**config.mk**
```make
export PLATFORM = sky130hd
export DESIGN_NAME = guess_capture
export DESIGN_NICKNAME = d
export VERILOG_FILES = /design/src/rtl/hangman_pkg.sv /design/src/rtl/key_debounce.sv /design/src/rtl/guess_capture.sv
export SDC_FILE = /design/constraint.sdc
export NUM_CORES = 1
export LEC_CHECK = 0
export BUFFER_PORTS_ARGS = -buffer_cell sky130_fd_sc_hd__buf_2
export CAP_MARGIN = 0
export CORE_ASPECT_RATIO = 2
export CORE_UTILIZATION = 35
export DETAILED_ROUTE_END_ITERATION = 10
export PLACE_DENSITY = 0.58
export SLEW_MARGIN = 20
export SYNTH_ARGS = -nofsm -noshare
export SYNTH_HDL_FRONTEND = slang
export SYNTH_HIERARCHICAL = 1
export SYNTH_SLANG_ARGS = --single-unit
```
**constraint.sdc**
```tcl
create_clock -name clk -period 2.1 [get_ports clk]
set_input_delay 0.42 -clock clk [delete_from_list [all_inputs] [get_ports clk]]
set_output_delay 0.42 -clock clk [all_outputs]
set_load 0.005 [all_outputs]
```
**src/rtl/hangman_pkg.sv**
```systemverilog
// hangman_pkg: letter-code constants, the guess-capture FSM state type and
// small helpers shared by the guess capture logic.
package hangman_pkg;

  localparam int          CODE_W      = 6;
  localparam int unsigned LETTER_A    = 32'h0A;
  localparam int unsigned LETTER_Z    = 32'h23;
  localparam int unsigned DASH        = 32'h00;
  localparam int unsigned NUM_LETTERS = LETTER_Z - LETTER_A + 1;

  typedef enum logic [1:0] {
    IDLE,
    PRESS_DB,
    ISSUE,
    RELEASE_DB
  } capture_state_e;

  // Only A..Z are letters; the dash and every code outside A..Z are not.
  function automatic logic is_letter(input int unsigned code);
    return (code != DASH) && (code >= LETTER_A) && (code <= LETTER_Z);
  endfunction

  // Position of a letter inside the guess history (A = 0).
  function automatic logic [4:0] letter_index(input int unsigned code);
    return 5'(code - LETTER_A);
  endfunction

endpackage

```
**src/rtl/key_debounce.sv**
```systemverilog
// key_debounce: two-flop synchronizer for the go key plus a stable-sample
// counter. key_db_o only changes after DEBOUNCE_CYCLES consecutive samples of
// the new level; the counter never wraps because it restarts on every flip.
module key_debounce #(
  parameter int DEBOUNCE_CYCLES = 1000000
) (
  input  logic clk,
  input  logic resetn,
  input  logic key_n_i,
  input  logic clr_i,
  output logic key_sync_o,
  output logic key_db_o
);

  localparam int CNT_W = (DEBOUNCE_CYCLES < 1) ? 1 : $clog2(DEBOUNCE_CYCLES + 1);
  localparam logic [CNT_W-1:0] CNT_LAST = CNT_W'(DEBOUNCE_CYCLES - 1);

  logic             key_meta_q;
  logic             key_sync_q;
  logic             key_db_q;
  logic [CNT_W-1:0] cnt_q;

  // Synchronize the raw key; idles released (high).
  always_ff @(posedge clk or posedge resetn) begin
    if (resetn) begin
      key_meta_q <= 1'b1;
      key_sync_q <= 1'b1;
    end else begin
      key_meta_q <= key_n_i;
      key_sync_q <= key_meta_q;
    end
  end

  // Count consecutive samples that differ from the debounced level.
  always_ff @(posedge clk or posedge resetn) begin
    if (resetn) begin
      cnt_q    <= '0;
      key_db_q <= 1'b1;
    end else if (clr_i || (key_sync_q == key_db_q)) begin
      cnt_q <= '0;
    end else if (cnt_q == CNT_LAST) begin
      cnt_q    <= '0;
      key_db_q <= key_sync_q;
    end else begin
      cnt_q <= cnt_q + CNT_W'(1);
    end
  end

  assign key_sync_o = key_sync_q;
  assign key_db_o   = key_db_q;

endmodule

```
**src/rtl/guess_capture.sv**
```systemverilog
// guess_capture: debounces the go key, captures the switch letter code and
// hands it to the game controller over a valid/ready handshake.
// Optional build macro GUESS_DUP_FILTER_EN keeps a history of accepted
// letters and rejects repeats with a dup_guess pulse instead of issuing them.
//
//   state      | meaning
//   IDLE       | waiting for the synchronized key to go low
//   PRESS_DB   | key low, waiting for the debounced press
//   ISSUE      | guess_valid high, guess_code frozen until ready or new_game
//   RELEASE_DB | waiting for a debounced release before the next press
module guess_capture #(
  parameter int DEBOUNCE_CYCLES = 1000000,
  parameter int CODE_W          = hangman_pkg::CODE_W
) (
  input  logic              clk,
  input  logic              resetn,
  input  logic [CODE_W-1:0] sw_guess,
  input  logic              key_go_n,
  input  logic              new_game,
  output logic              guess_valid,
  input  logic              guess_ready,
  output logic [CODE_W-1:0] guess_code,
  output logic              bad_letter,
  output logic              dup_guess,
  output logic [4:0]        guess_count
);

  import hangman_pkg::*;

  logic [CODE_W-1:0] sw_meta_q;
  logic [CODE_W-1:0] sw_sync_q;
  logic              key_sync;
  logic              key_db;
  logic              db_clr;
  logic              code_legal;
  capture_state_e    state_q;
  logic              valid_q;
  logic              bad_q;
  logic [CODE_W-1:0] code_q;
  logic [4:0]        count_q;
`ifdef GUESS_DUP_FILTER_EN
  logic                   dup_q;
  logic [NUM_LETTERS-1:0] hist_q;
`endif

  // Synchronize the switch code before it is ever looked at.
  always_ff @(posedge clk or posedge resetn) begin
    if (resetn) begin
      sw_meta_q <= '0;
      sw_sync_q <= '0;
    end else begin
      sw_meta_q <= sw_guess;
      sw_sync_q <= sw_meta_q;
    end
  end

  assign db_clr     = (state_q == IDLE);
  assign code_legal = is_letter(32'(sw_sync_q));

  key_debounce #(
    .DEBOUNCE_CYCLES(DEBOUNCE_CYCLES)
  ) u_key_debounce (
    .clk        (clk),
    .resetn     (resetn),
    .key_n_i    (key_go_n),
    .clr_i      (db_clr),
    .key_sync_o (key_sync),
    .key_db_o   (key_db)
  );

  // Capture FSM with registered handshake, status pulses, count and history.
  always_ff @(posedge clk or posedge resetn) begin
    if (resetn) begin
      state_q <= IDLE;
      valid_q <= 1'b0;
      bad_q   <= 1'b0;
      code_q  <= '0;
      count_q <= '0;
`ifdef GUESS_DUP_FILTER_EN
      dup_q   <= 1'b0;
      hist_q  <= '0;
`endif
    end else begin
      bad_q <= 1'b0;
`ifdef GUESS_DUP_FILTER_EN
      dup_q <= 1'b0;
`endif
      case (state_q)
        IDLE: begin
          if (!key_sync) state_q <= PRESS_DB;
        end
        PRESS_DB: begin
          if (!key_db) begin
            code_q <= sw_sync_q;
            if (!code_legal) begin
              bad_q   <= 1'b1;
              state_q <= RELEASE_DB;
            end
`ifdef GUESS_DUP_FILTER_EN
            else if (hist_q[letter_index(32'(sw_sync_q))]) begin
              dup_q   <= 1'b1;
              state_q <= RELEASE_DB;
            end
`endif
            else begin
              valid_q <= 1'b1;
              state_q <= ISSUE;
            end
          end else if (key_sync) begin
            state_q <= IDLE;
          end
        end
        ISSUE: begin
          if (new_game) begin
            valid_q <= 1'b0;
            state_q <= RELEASE_DB;
          end else if (guess_ready) begin
            valid_q <= 1'b0;
            count_q <= (count_q == 5'd31) ? count_q : count_q + 5'd1;
`ifdef GUESS_DUP_FILTER_EN
            hist_q[letter_index(32'(code_q))] <= 1'b1;
`endif
            state_q <= RELEASE_DB;
          end
        end
        RELEASE_DB: begin
          if (key_db) state_q <= IDLE;
        end
        default: begin
          valid_q <= 1'b0;
          state_q <= IDLE;
        end
      endcase
      // A new game overrides any transfer landing on the same edge.
      if (new_game) begin
        count_q <= '0;
`ifdef GUESS_DUP_FILTER_EN
        hist_q  <= '0;
`endif
      end
    end
  end

  assign guess_valid = valid_q;
  assign guess_code  = code_q;
  assign bad_letter  = bad_q;
  assign guess_count = count_q;
`ifdef GUESS_DUP_FILTER_EN
  assign dup_guess   = dup_q;
`else
  assign dup_guess   = 1'b0;
`endif

endmodule

```
* Word level (Yosys, flattened, before mapping)
Cells that the tools add are included.
W data, S select, Z words.
** Operators by class
- Equal/unequal tests :: 13
- Bitwise gates (word level) :: 2
- Muxes and demuxes :: 22
- $add $sub $neg :: 2
- $lt $le $gt $ge :: 2
- Reductions and logical operators :: 13
** Operator list (number)
- $mux W20 :: 2
- $add A20 B1 Y20 const B :: 1
- $eq A20 B20 Y1 const B :: 1
- $mux W5 :: 4
- $mux W2 :: 6
- $mux W1 :: 8
- $ne A2 B2 Y1 const B :: 4
- $pmux W2 S4 :: 1
- $reduce_and A4 Y1 :: 2
- $ge A6 B4 Y1 const B :: 1
- $le A6 B6 Y1 const B :: 1
- $reduce_bool A2 Y1 :: 3
- $reduce_bool A6 Y1 :: 1
- $add A5 B1 Y5 const B :: 1
- $eq A5 B5 Y1 const B :: 1
- $eq A2 B2 Y1 const B :: 2
- $reduce_and A2 Y1 :: 2
- $ne A3 B2 Y1 const B :: 1
- $ne A3 B3 Y1 const B :: 1
- $reduce_and A3 Y1 :: 1
- $eq A2 B1 Y1 const B :: 1
- $logic_and A1 B1 Y1 :: 2
- $logic_not A2 Y1 :: 1
- $ne A2 B1 Y1 const B :: 1
- other kinds (4) :: 5
** Storage, ports and cells
- Input bits :: 11
- Logic and storage cells :: 65
- Register bits :: 50

* Logic depth before layout (Yosys ltp)
- Depth in word-level cells :: 6
- Depth in mapped cells :: 7

* Hierarchy
The synthesis kept the hierarchy.
** By module, submodules not included
- key_debounce :: instances 1, area an instance 1132.3 um2, cells an instance 110
- guess_capture :: instances 1, area an instance 1011.0 um2, cells an instance 72

* Worst setup path before layout
No wires, ideal clock.
- Path kind :: reg-to-reg
- From :: register u_key_debounce.cnt_q[12]
- To :: register u_key_debounce.key_db_q (netlist: u_key_debounce/key_db_o)
- Arrival time :: 1.951 ns
- Setup slack :: 0.067 ns
- Setup time :: 0.082 ns
- Stages on the path, launching flop included :: 5
- Required time :: 2.018 ns
- Buffers on the path :: 0
- Clock period less this slack :: 2.033 ns
- Cell sequence :: dfrtp_1 or4b_1 or4_4 nor3_1 mux2_2
** Between the ends
- Longest elaborated chain between the ends :: 2
** Ends and longest elaborated chain
- start: declaration :: RTL line key_debounce.sv:21 : logic [CNT_W-1:0] cnt_q;
- start signal: assignment :: RTL line key_debounce.sv:45 : cnt_q <= cnt_q + CNT_W'(1);
- $eq A20 B20 Y1 :: RTL line key_debounce.sv:41 : end else if (cnt_q == CNT_LAST) begin
- $reduce_and A2 Y1 (no line)
- end signal: assignment :: RTL line key_debounce.sv:43 : key_db_q <= key_sync_q;
- end: declaration :: RTL line key_debounce.sv:20 : logic key_db_q;
No other way between the ends.
A chain may end at the register's enable or synchronous reset.

* Worst setup path after layout
Ends and elaborated chain as after synthesis.

==> impl_results.md <==
* Lkg Pwr at 1.21 nW
* Final Hold Viols at 0
* Syn. warnings at 6
* Placed Cells incl. Taps at 280
* Clk Latency, worst-skew pair at 290 ps
* Die H at 113 um
* Initial Util at 0.360
* # H-tree levels at 2
* Post-synthesis sequential area ratio at 0.586
* Final period utilization at 0.986
* Min Tclk post-route at 2070 ps
* Violated checks: DRC
* GRT Total Usage at 0.152
* Top Ports at 25
* Nets at 238
* Initial antenna violation count at 0
* EDFF count, synth at 0
* Drt drc at 11
* Synth Area per Inst at 11.8 um^2
* Largest net degree at the start of global routing at 24
* Clock root cell: clkbuf_16
* Synth Net Count at 196
* Number of DRC markers in iteration 0 at 70
* Unique masters post-synth at 44
* Hold-fix buffers, CTS at 0
* Final Max Tran Viols at 0
* FP Rows at 40
* Required time worst endpoint at 2310 ps
* Synth Flop Type: dfrtp_1
* Die Area at 6460 um^2
* First-pass GRT wire length at 7360 um
* Synth async-reset ratio at 1.00
* Outcome: complete, but fails checks
* Cells after synthesis at 182
* Crit end category: flop
* Core area at 5960 um^2
* Yosys reg bits at 50
* Total Wirelength at 4190 um
* CP max-delay cell: or4_4
* Post-Syn Area at 2140 um^2
* Final setup fails at 0
* Clock skew at 3.11 ps
* Worst vdd ir at 363 uV
* CP Launch Type: flop
* # port buffers at 23
* Post-Route Setup TNS at 0 ps
* Clk sink count at 50
* Via count at 1,496
* Gpl congestion at 0.785
* Reg clk slew, reported paths at 60 ps
* Layout cells sized above 1 at 0.293
* Area Growth Syn to Fin at 20.9%
* Ant. Diodes at 0
* Maximum capacitance violations at 0
* CTS tree: yes
* PD cells at 711 nW/um^2
* Worst EP arrival at 2290 ps
* Total congestion overflow at 0
* Number of global-route vias before repair at 1,625
* CP max FO at 2
* Via density at 5.19
* Die X at 57.3 um
* Worst Hold Class: primary input to asynchronous set/reset pin
* Critical path's top delay family: simple AND/OR/NAND/NOR gates
* Post-DP HPWL at 3200 um
* Critical path type: flop to flop
* WL/cell at 14.6 um
* Final std cells w/o fill at 288
* FMAX at 0.483 GHz
* CTS Buffer Depth at 2
* Antenna viol nets, final at 0
* Crit-path cells: or4b_1 > or4_4 > nor3_2 > mux2_2
* Cts bufs inserted at 5
* Slowest stage delay, CP at 570 ps
* Worst path bufs/invs at 0
* DR pass1 iterations at 7
[logic make-up after synthesis]
kind of cell,count (synthesis),share of synthesized area
compound gates,18,0.0595
xor+xnor,16,0.0654
fa+ha+maj,3,0.0175
buf+inv,10,0.0245
flops,50,0.586
mux,10,0.0514
other cells,1,0.00175
simple gates,74,0.194
[where the power goes]
| part | switching [W] | total, W | leakage, nW | internal, W |
|---|---|---|---|---|
| logic | 0.0000385 | 0.0000609 | 0.489 | 0.0000224 |
| registers | 0.0000110 | 0.000994 | 0.647 | 0.000983 |
| clock network | 0.000347 | 0.000788 | 0.0698 | 0.000441 |
| total | 0.000397 | 0.00184 | 1.21 | 0.00145 |
[cells in the mapped netlist, types with 2 or more instances]
library cell,count,area share
buf_4,2,0.0070
inv_1,6,0.011
or2_2,2,0.0058
o21ai_0,2,0.0047
xor2_1,7,0.029
nor4_1,2,0.0058
nand2_1,7,0.012
and4_1,2,0.0082
mux2i_1,2,0.0093
nor3_1,5,0.012
or4_1,4,0.014
o31ai_1,3,0.011
dfstp_2,3,0.037
dfrtp_1,47,0.55
nand3_1,7,0.016
a21oi_1,7,0.016
xnor2_1,9,0.037
and3_1,3,0.0088
nor2_1,24,0.042
nand4_1,4,0.012
nor2b_1,2,0.0058
mux2_2,8,0.042
ha_1,3,0.018
[placed cells by master, fill, tap and decap left out, drive strengths merged, types with 4 or more instances in the layout]
cell type / netlist / routed
a21oi: 7 / 7
buf: 3 / 39
clkbuf: 1 / 5
dfrtp: 47 / 47
inv: 6 / 6
mux2: 8 / 8
nand2: 7 / 7
nand3: 7 / 7
nand4: 4 / 4
nor2: 24 / 24
nor3: 5 / 5
or4: 5 / 5
xnor2: 9 / 9
xor2: 7 / 7
[stage by stage]
step / worst slack [ps] / area, um^2 / utilization / total power, W / hold WS, ps
after floorplan: 67.2 / 2140 / - / 0.00105 / 331
after global placement: 72.9 / 2440 / 0.410 / 0.00107 / 332
after detailed placement: 16.9 / 2440 / 0.410 / 0.00108 / 335
after CTS: 7.32 / 2590 / 0.434 / 0.00188 / 90.7
after global routing: -17.7 / 2590 / 0.435 / 0.00192 / 109
final: 28.8 / 2590 / 0.435 / 0.00184 / 86.1
[worst register-to-register path: stages (launching register included)]
cell and delay [ps]:
dfrtp_1 380, or4b_1 560, or4_4 570, nor3_2 140, mux2_2 360
[worst paths after layout]
kind	startpoint	slack [ps]	cells past startpoint	to
worst max-delay path	u_key_debounce/cnt_q[12]	30	4	u_key_debounce/key_db_o
max in group asynchronous	resetn	1470	3	sw_meta_q[3]
min in group clk	key_go_n	230	1	u_key_debounce/key_meta_q
worst max register to register	u_key_debounce/cnt_q[12]	30	4	u_key_debounce/key_db_o
worst min register to register	sw_meta_q[3]	350	0	sw_sync_q[3]
worst min-delay path	resetn	90	2	guess_valid
[timing repair]
| item | in CTS | in global routing |
|---|---|---|
| setup endpoints to repair | 0 | 1 |
| gates resized for setup | 0 | 1 |
| buffers inserted | 0 | 0 |
[flip-flops by register name (all words and copies together) (netlist names), named ones only]
register,cells
u_key_debounce/key_meta_q,1
bad_letter,1
u_key_debounce/cnt_q,20
u_key_debounce/key_db_o,1
sw_meta_q,6
guess_valid,1
sw_sync_q,6
u_key_debounce/key_sync_o,1
guess_count,5
guess_code,6
state_q,1
[routing by layer]
layer | global-route usage | vias up | part of all wire
met5 | 0 | - | 0
met4 | 0.0846 | 0 | 0.031
li1 | - | 718 | -
met2 | 0.292 | 23 | 0.61
met1 | 0.143 | 747 | 0.34
met3 | 0.0311 | 8 | 0.026
[layout make-up]
cell class,instances,area [um^2]
clock buffers,5,125
clock inverters,3,21.3
fillers,572,3360
inverters,6,22.5
multi-input cells,122,841
flip-flops and latches,50,1250
well taps,63,78.8
repair buffers,39,248
Note: power is estimated with default switching activity, not from simulation.
